[src/rtl/pl_sink_fifo.sv]
// Terminal sink of a valid/stall pipeline: small FWFT FIFO with a registered
// stall towards upstream and a valid/ack port towards the consumer.
module pl_sink_fifo #(
  parameter int WIDTH = 17,
  parameter int DEPTH = 4,
  parameter int AW    = 2
) (
  input  logic             clk,
  input  logic             reset,
  input  logic             valid_in,
  input  logic [WIDTH-1:0] data_in,
  output logic             stall_out,
  input  logic             flush,
  output logic             deq_valid,
  output logic [WIDTH-1:0] deq_data,
  input  logic             deq_ack,
  output logic [AW:0]      count,
  output logic             last_seen
);

  logic [WIDTH-1:0] mem_q [DEPTH];
  logic [AW-1:0]    rd_q, rd_d;
  logic [AW-1:0]    wr_q, wr_d;
  logic [AW:0]      cnt_q, cnt_d;
  logic             stall_q, stall_d;
  logic             last_q, last_d;
  logic             push, pop;

  assign push      = valid_in && !stall_q;
  assign pop       = (cnt_q != '0) && deq_ack;
  assign deq_valid = (cnt_q != '0);
  assign deq_data  = mem_q[rd_q];
  assign count     = cnt_q;
  assign stall_out = stall_q;
  assign last_seen = last_q;

  always_comb begin
    rd_d    = rd_q;
    wr_d    = wr_q;
    cnt_d   = cnt_q;
    stall_d = stall_q;
    last_d  = last_q;
    if (flush) begin
      rd_d    = '0;
      wr_d    = '0;
      cnt_d   = '0;
      stall_d = 1'b0;
    end else begin
      if (push) wr_d = wr_q + AW'(1);
      if (pop)  rd_d = rd_q + AW'(1);
      cnt_d   = cnt_q + (AW+1)'(push) - (AW+1)'(pop);
      // stall is precomputed from next occupancy, so full always implies stall
      stall_d = (cnt_d == (AW+1)'(DEPTH));
      if (pop && deq_data[WIDTH-1]) last_d = 1'b1;
    end
  end

  always_ff @(posedge clk) begin
    if (reset) begin
      rd_q    <= '0;
      wr_q    <= '0;
      cnt_q   <= '0;
      stall_q <= 1'b0;
      last_q  <= 1'b0;
    end else begin
      rd_q    <= rd_d;
      wr_q    <= wr_d;
      cnt_q   <= cnt_d;
      stall_q <= stall_d;
      last_q  <= last_d;
    end
  end

  always_ff @(posedge clk) begin
    if (push && !flush) mem_q[wr_q] <= data_in;
  end

endmodule
[config.mk]
export PLATFORM = sky130hd
export DESIGN_NAME = pl_sink_fifo
export DESIGN_NICKNAME = d
export VERILOG_FILES = /design/src/rtl/pl_sink_fifo.sv
export SDC_FILE = /design/constraint.sdc
export NUM_CORES = 1
export LEC_CHECK = 0
export ABC_AREA = 1
export CAP_MARGIN = 5
export CORE_MARGIN = 2
export CORE_UTILIZATION = 52
export CTS_CLUSTER_SIZE = 24
export DETAILED_ROUTE_END_ITERATION = 8
export PLACE_DENSITY = 0.75
export SETUP_SLACK_MARGIN = 0.05
export SLEW_MARGIN = 20
export SYNTH_ARGS = -nofsm -noshare
export SYNTH_HDL_FRONTEND = slang
export SYNTH_SLANG_ARGS = --single-unit
[constraint.sdc]
create_clock -name clk -period 4.49 [get_ports clk]
set_clock_uncertainty 0.05 [all_clocks]
set_input_delay 1.347 -clock clk [delete_from_list [all_inputs] [get_ports clk]]
set_output_delay 1.347 -clock clk [all_outputs]
set_load 0.01 [all_outputs]
Word level (Yosys, flattened, before mapping)
Memories as Yosys holds them, arrays and structs flattened. A register that Yosys moved wholly into a read port is not among the register bits.
Index checks and enable logic that the tools add are counted.
{"block": "word_totals", "mem_count": 1, "regBits": 9, "ram_bits": 68, "out_inout_bits": 23, "rom_bits": 0, "inputBits": 22, "word_cells": 25, "latch_bits": 0}
{"memory": "mem_q", "words": 4, "word_bits": 17, "rd": 1, "rd_clocked_by_memory_dff": 1, "write_ports": 1, "line_no": "21", "text": "logic [WIDTH-1:0] mem_q [DEPTH];"}
{"block": "classes", "bitwise_logic": 1, "n_lt_le_gt_ge": 0, "n_reduce_logical": 9, "div_mod_pow": 0, "n_addsub": 4, "shift": 0, "muxes": 4, "eq_ne": 1, "multipliers": 0}
{"cell": "adder 2 x 1 -> 2 bit, second input constant", "n": 2}
{"cell": "logical AND 1 bit", "n": 4}
{"cell": "two-way mux 2 bit", "n": 2}
{"cell": "adder 3 x 1 -> 3 bit", "n": 1}
{"cell": "== test 3 bit, second input constant", "n": 1}
{"cell": "nonzero test 3 bit", "n": 1}
{"cell": "subtractor 3 x 1 -> 3 bit", "n": 1}
{"cell": "logical NOT 1 bit", "n": 2}
{"cell": "two-way mux 1 bit", "n": 2}
{"cell": "AND reduction 2 bit", "n": 1}
{"cell": "OR reduction 2 bit", "n": 1}
{"cell": "inverter 1 bit", "n": 1}

Depth between registers and ports, before layout
{"block": "depth", "depth_word": 5, "ltp_mapped": 11, "mapped_depth_nobuf": 11}

Worst setup path before layout
No wires, ideal clock.
{"block": "synth_path", "path_type": "in2reg", "start": "input valid_in", "end": "memory mem_q[0][0], enable pin", "t_arrival_ns": 2.552, "path_buffers": 0, "cell_stages": 5, "setup_time_ns": 0.391, "setup_slack_ns": 1.497, "path_cell_list": "inv_1 nor2_1 inv_1 or2_4 nor2_1"}
{"block": "synth_between", "elab_chain_len": 4}
{"element": "from (decl)", "line_no": "10", "text": "input logic valid_in,"}
{"element": "logical AND 1 bit", "line_no": "29", "text": "assign push = valid_in && !stall_q;"}
{"element": "logical AND 1 bit", "line_no": "75", "text": "if (push && !flush) mem_q[wr_q] <= data_in;"}
{"element": "two-way mux 1 bit", "line_no": "75"}
{"element": "two-way mux 1 bit (implied by the code)", "line_no": "75"}
{"element": "to (decl)", "line_no": "21"}
Every way passes these cells.

==> flow_metrics.py <==
metrics = {
    "critical_path": {
        "worstPathArrival_ns": 2.16,
        "start_kind": "flop",
        "cp_max_fo": 28,
        "required_ns": 3.09,
        "path_class": "reg2out",
        "end_kind": "output pin",
    },
    "clocking": {
        "cts_buffer_depth": 2,
        "numCtsBuffers": 9,
        "cts_setup_buffers": 0,
        "cts_tree": "built",
        "cts_root_buf": "clkbuf_8",
        "hold_buffers": 0,
        "h-tree-depth": 3,
        "clock_latency_ns": 0.34,
        "clkSlewWorstSetupHoldPaths_ns": 0.07,
        "cts.repair.resized": 0,
        "clkSinkCount": 79,
    },
    "detailed_routing": {
        "drc": 0,
        "via_per_inst": 5.09,
        "wire_per_inst_um": 14.3,
        "drt_first_pass_iters": 4,
        "drt-initial-drc-count": 128,
        "antenna_left": 0,
        "wirelength_mm": 5.35,
        "vias": 1899,
    },
    "run": {
        "max_cap_violations": 0,
    },
    "final_layout": {
        "syn_to_final_growth_pct": 23.1,
        "layout_common_cells": "edfxtp_1, clkdlybuf4s50_1, nor2_1",
        "final_common_cell": "edfxtp_1",
        "nets": 321,
        "diodes": 0,
        "drive_gt1_frac": 0.0805,
        "num-fill-cells": 441,
        "multi_input_area_um2": 688,
        "seq_area_um2": 2260,
    },
    "synthesis": {
        "synth_seq_cells": 79,
        "synth_nets": 270,
        "ys_warn_count": 0,
        "ys_seq_area_frac": 0.730,
        "syn_area_per_cell_um2": 12.8,
        "synthCells": 242,
        "netlist_area_um2": 3100,
        "yosys.cell_types.count": 24,
    },
    "timing": {
        "fin_crit_sh": 0.793,
        "max_freq_mhz": 281,
        "worst_slew_pin_slew_ns": 0.676,
        "setup_violations": 0,
        "drv_slew": 0,
        "rsz0062_at_grt": "false",
        "relSlewSlack": 0.548,
        "finalWorstSetupSlack_ns": 0.930,
        "finalHoldViolations": 0,
        "post-route-min-period_ns": 3.56,
        "fin_tns_setup_ns": 0,
    },
    "placement": {
        "place_hpwl_mm": 3.35,
        "io_buffers": 44,
        "dp_slack_ns": 1.10,
        "globalplace.congestion": 0.759,
    },
    "die": {
        "rows": 28,
        "die_w_um": 81.2,
        "die_area_um2": 6590,
        "core-area_um2": 5850,
        "fp.dieH_um": 81.2,
        "ios": 45,
        "start_util": 0.530,
    },
    "global_route": {
        "grt_max_degree": 35,
        "antenna_found_initial": 0,
        "met2_usage": 0.311,
        "grt_usage": 0.182,
        "grt_overflow": 0,
        "use_met3": 0.0500,
        "use_met1": 0.210,
        "grt_pass1_wl_mm": 8.47,
        "grt.busiest_layer": "met2",
        "grt_pass1_vias": 1842,
    },
    "outcome": {
        "status": "complete, no violations",
    },
    "hold_path": {
        "hold_path.class": "reg2reg",
    },
    "power_and_ir_drop": {
        "power_density_nw_per_um2": 387,
        "p_leak_nw": 1.36,
        "peakVddDrop_mv": 0.192,
    },
}
-- routing by layer --
layer | part of all wire | vias up
met5 | 0 | -
met4 | 0.017 | 0
met3 | 0.039 | 8
met2 | 0.52 | 36
met1 | 0.42 | 902
li1 | - | 953
-- power breakdown --
part	leakage, nW	total [mW]	internal (mW)	switching (mW)
registers	0.707	0.819	0.813	0.00619
clock network	0.102	0.540	0.309	0.231
logic	0.556	0.116	0.0578	0.0578
-- synthesized netlist by cell type --
cell | count | share of area
a21oi_1 | 6 | 0.0097
a21oi_2 | 1 | 0.0028
buf_2 | 5 | 0.0081
buf_4 | 2 | 0.0048
buf_6 | 1 | 0.0036
clkbuf_4 | 1 | 0.0024
dfxtp_1 | 11 | 0.071
edfxtp_1 | 68 | 0.66
fa_1 | 1 | 0.0065
ha_1 | 5 | 0.020
inv_1 | 21 | 0.025
inv_2 | 1 | 0.0012
inv_4 | 1 | 0.0020
nand2_1 | 13 | 0.016
nand2_4 | 2 | 0.0073
nand3_1 | 4 | 0.0065
nor2_1 | 43 | 0.052
nor2_4 | 1 | 0.0036
nor3_1 | 1 | 0.0016
o21ai_0 | 24 | 0.039
o21ai_1 | 12 | 0.019
o22ai_1 | 16 | 0.032
or2_4 | 1 | 0.0028
xor2_1 | 1 | 0.0028
-- registers in the layout, summed over array words and instances (netlist names), named ones only --
register   cells
count          3
last_seen      1
mem_q         68
rd_q           2
stall_out      1
wr_q           2
-- cell type report --
cell class	count	area share
repair buffers	49	0.125
inverters	23	0.0233
flip-flops and latches	79	0.593
well taps	75	0.0246
multi-input cells	131	0.180
clock inverters	5	0.0190
clock buffers	11	0.0344
-- worst max-delay path, cell delays in order, from the launching register on --
cell,delay [ns]
dfxtp_1,0.50
buf_4,0.35
o21ai_0,0.16
o22ai_1,0.24
clkdlybuf4s50_1,0.57
-- path summary, 6_finish.rpt --
| check | startpoint | to | slack (ns) | cells past startpoint |
|---|---|---|---|---|
| setup / recovery | flop | deq_data[2] | 0.93 | 4 |
| hold / removal | last_seen$_SDFFE_PP0P_ | last_seen$_SDFFE_PP0P_ | 0.42 | 2 |
| setup reg to reg | stall_out$_SDFF_PP0_ | mem_q[1][3]$_DFFE_PP_ | 2.61 | 5 |
| hold reg to reg | last_seen$_SDFFE_PP0P_ | last_seen$_SDFFE_PP0P_ | 0.42 | 2 |
-- cell families after synthesis --
logic type | share of synthesized area
fa+ha+maj | 0.0267
xor+xnor | 0.00283
simple gates | 0.0897
buf+inv | 0.0477
flops | 0.730
compound gates | 0.103
-- metrics by stage --
step	cell area, um2	instances	total power, mW	util	hold slack (ns)
floorplan	3100	242	0.888	-	0.427
global placement	3610	357	0.950	0.617	0.404
detailed placement	3610	357	0.952	0.617	0.412
CTS	3810	373	1.49	0.652	0.425
global route	3810	373	1.52	0.652	0.449
finish	3810	373	1.47	0.652	0.421
Note: power is estimated with default switching activity, not from simulation.
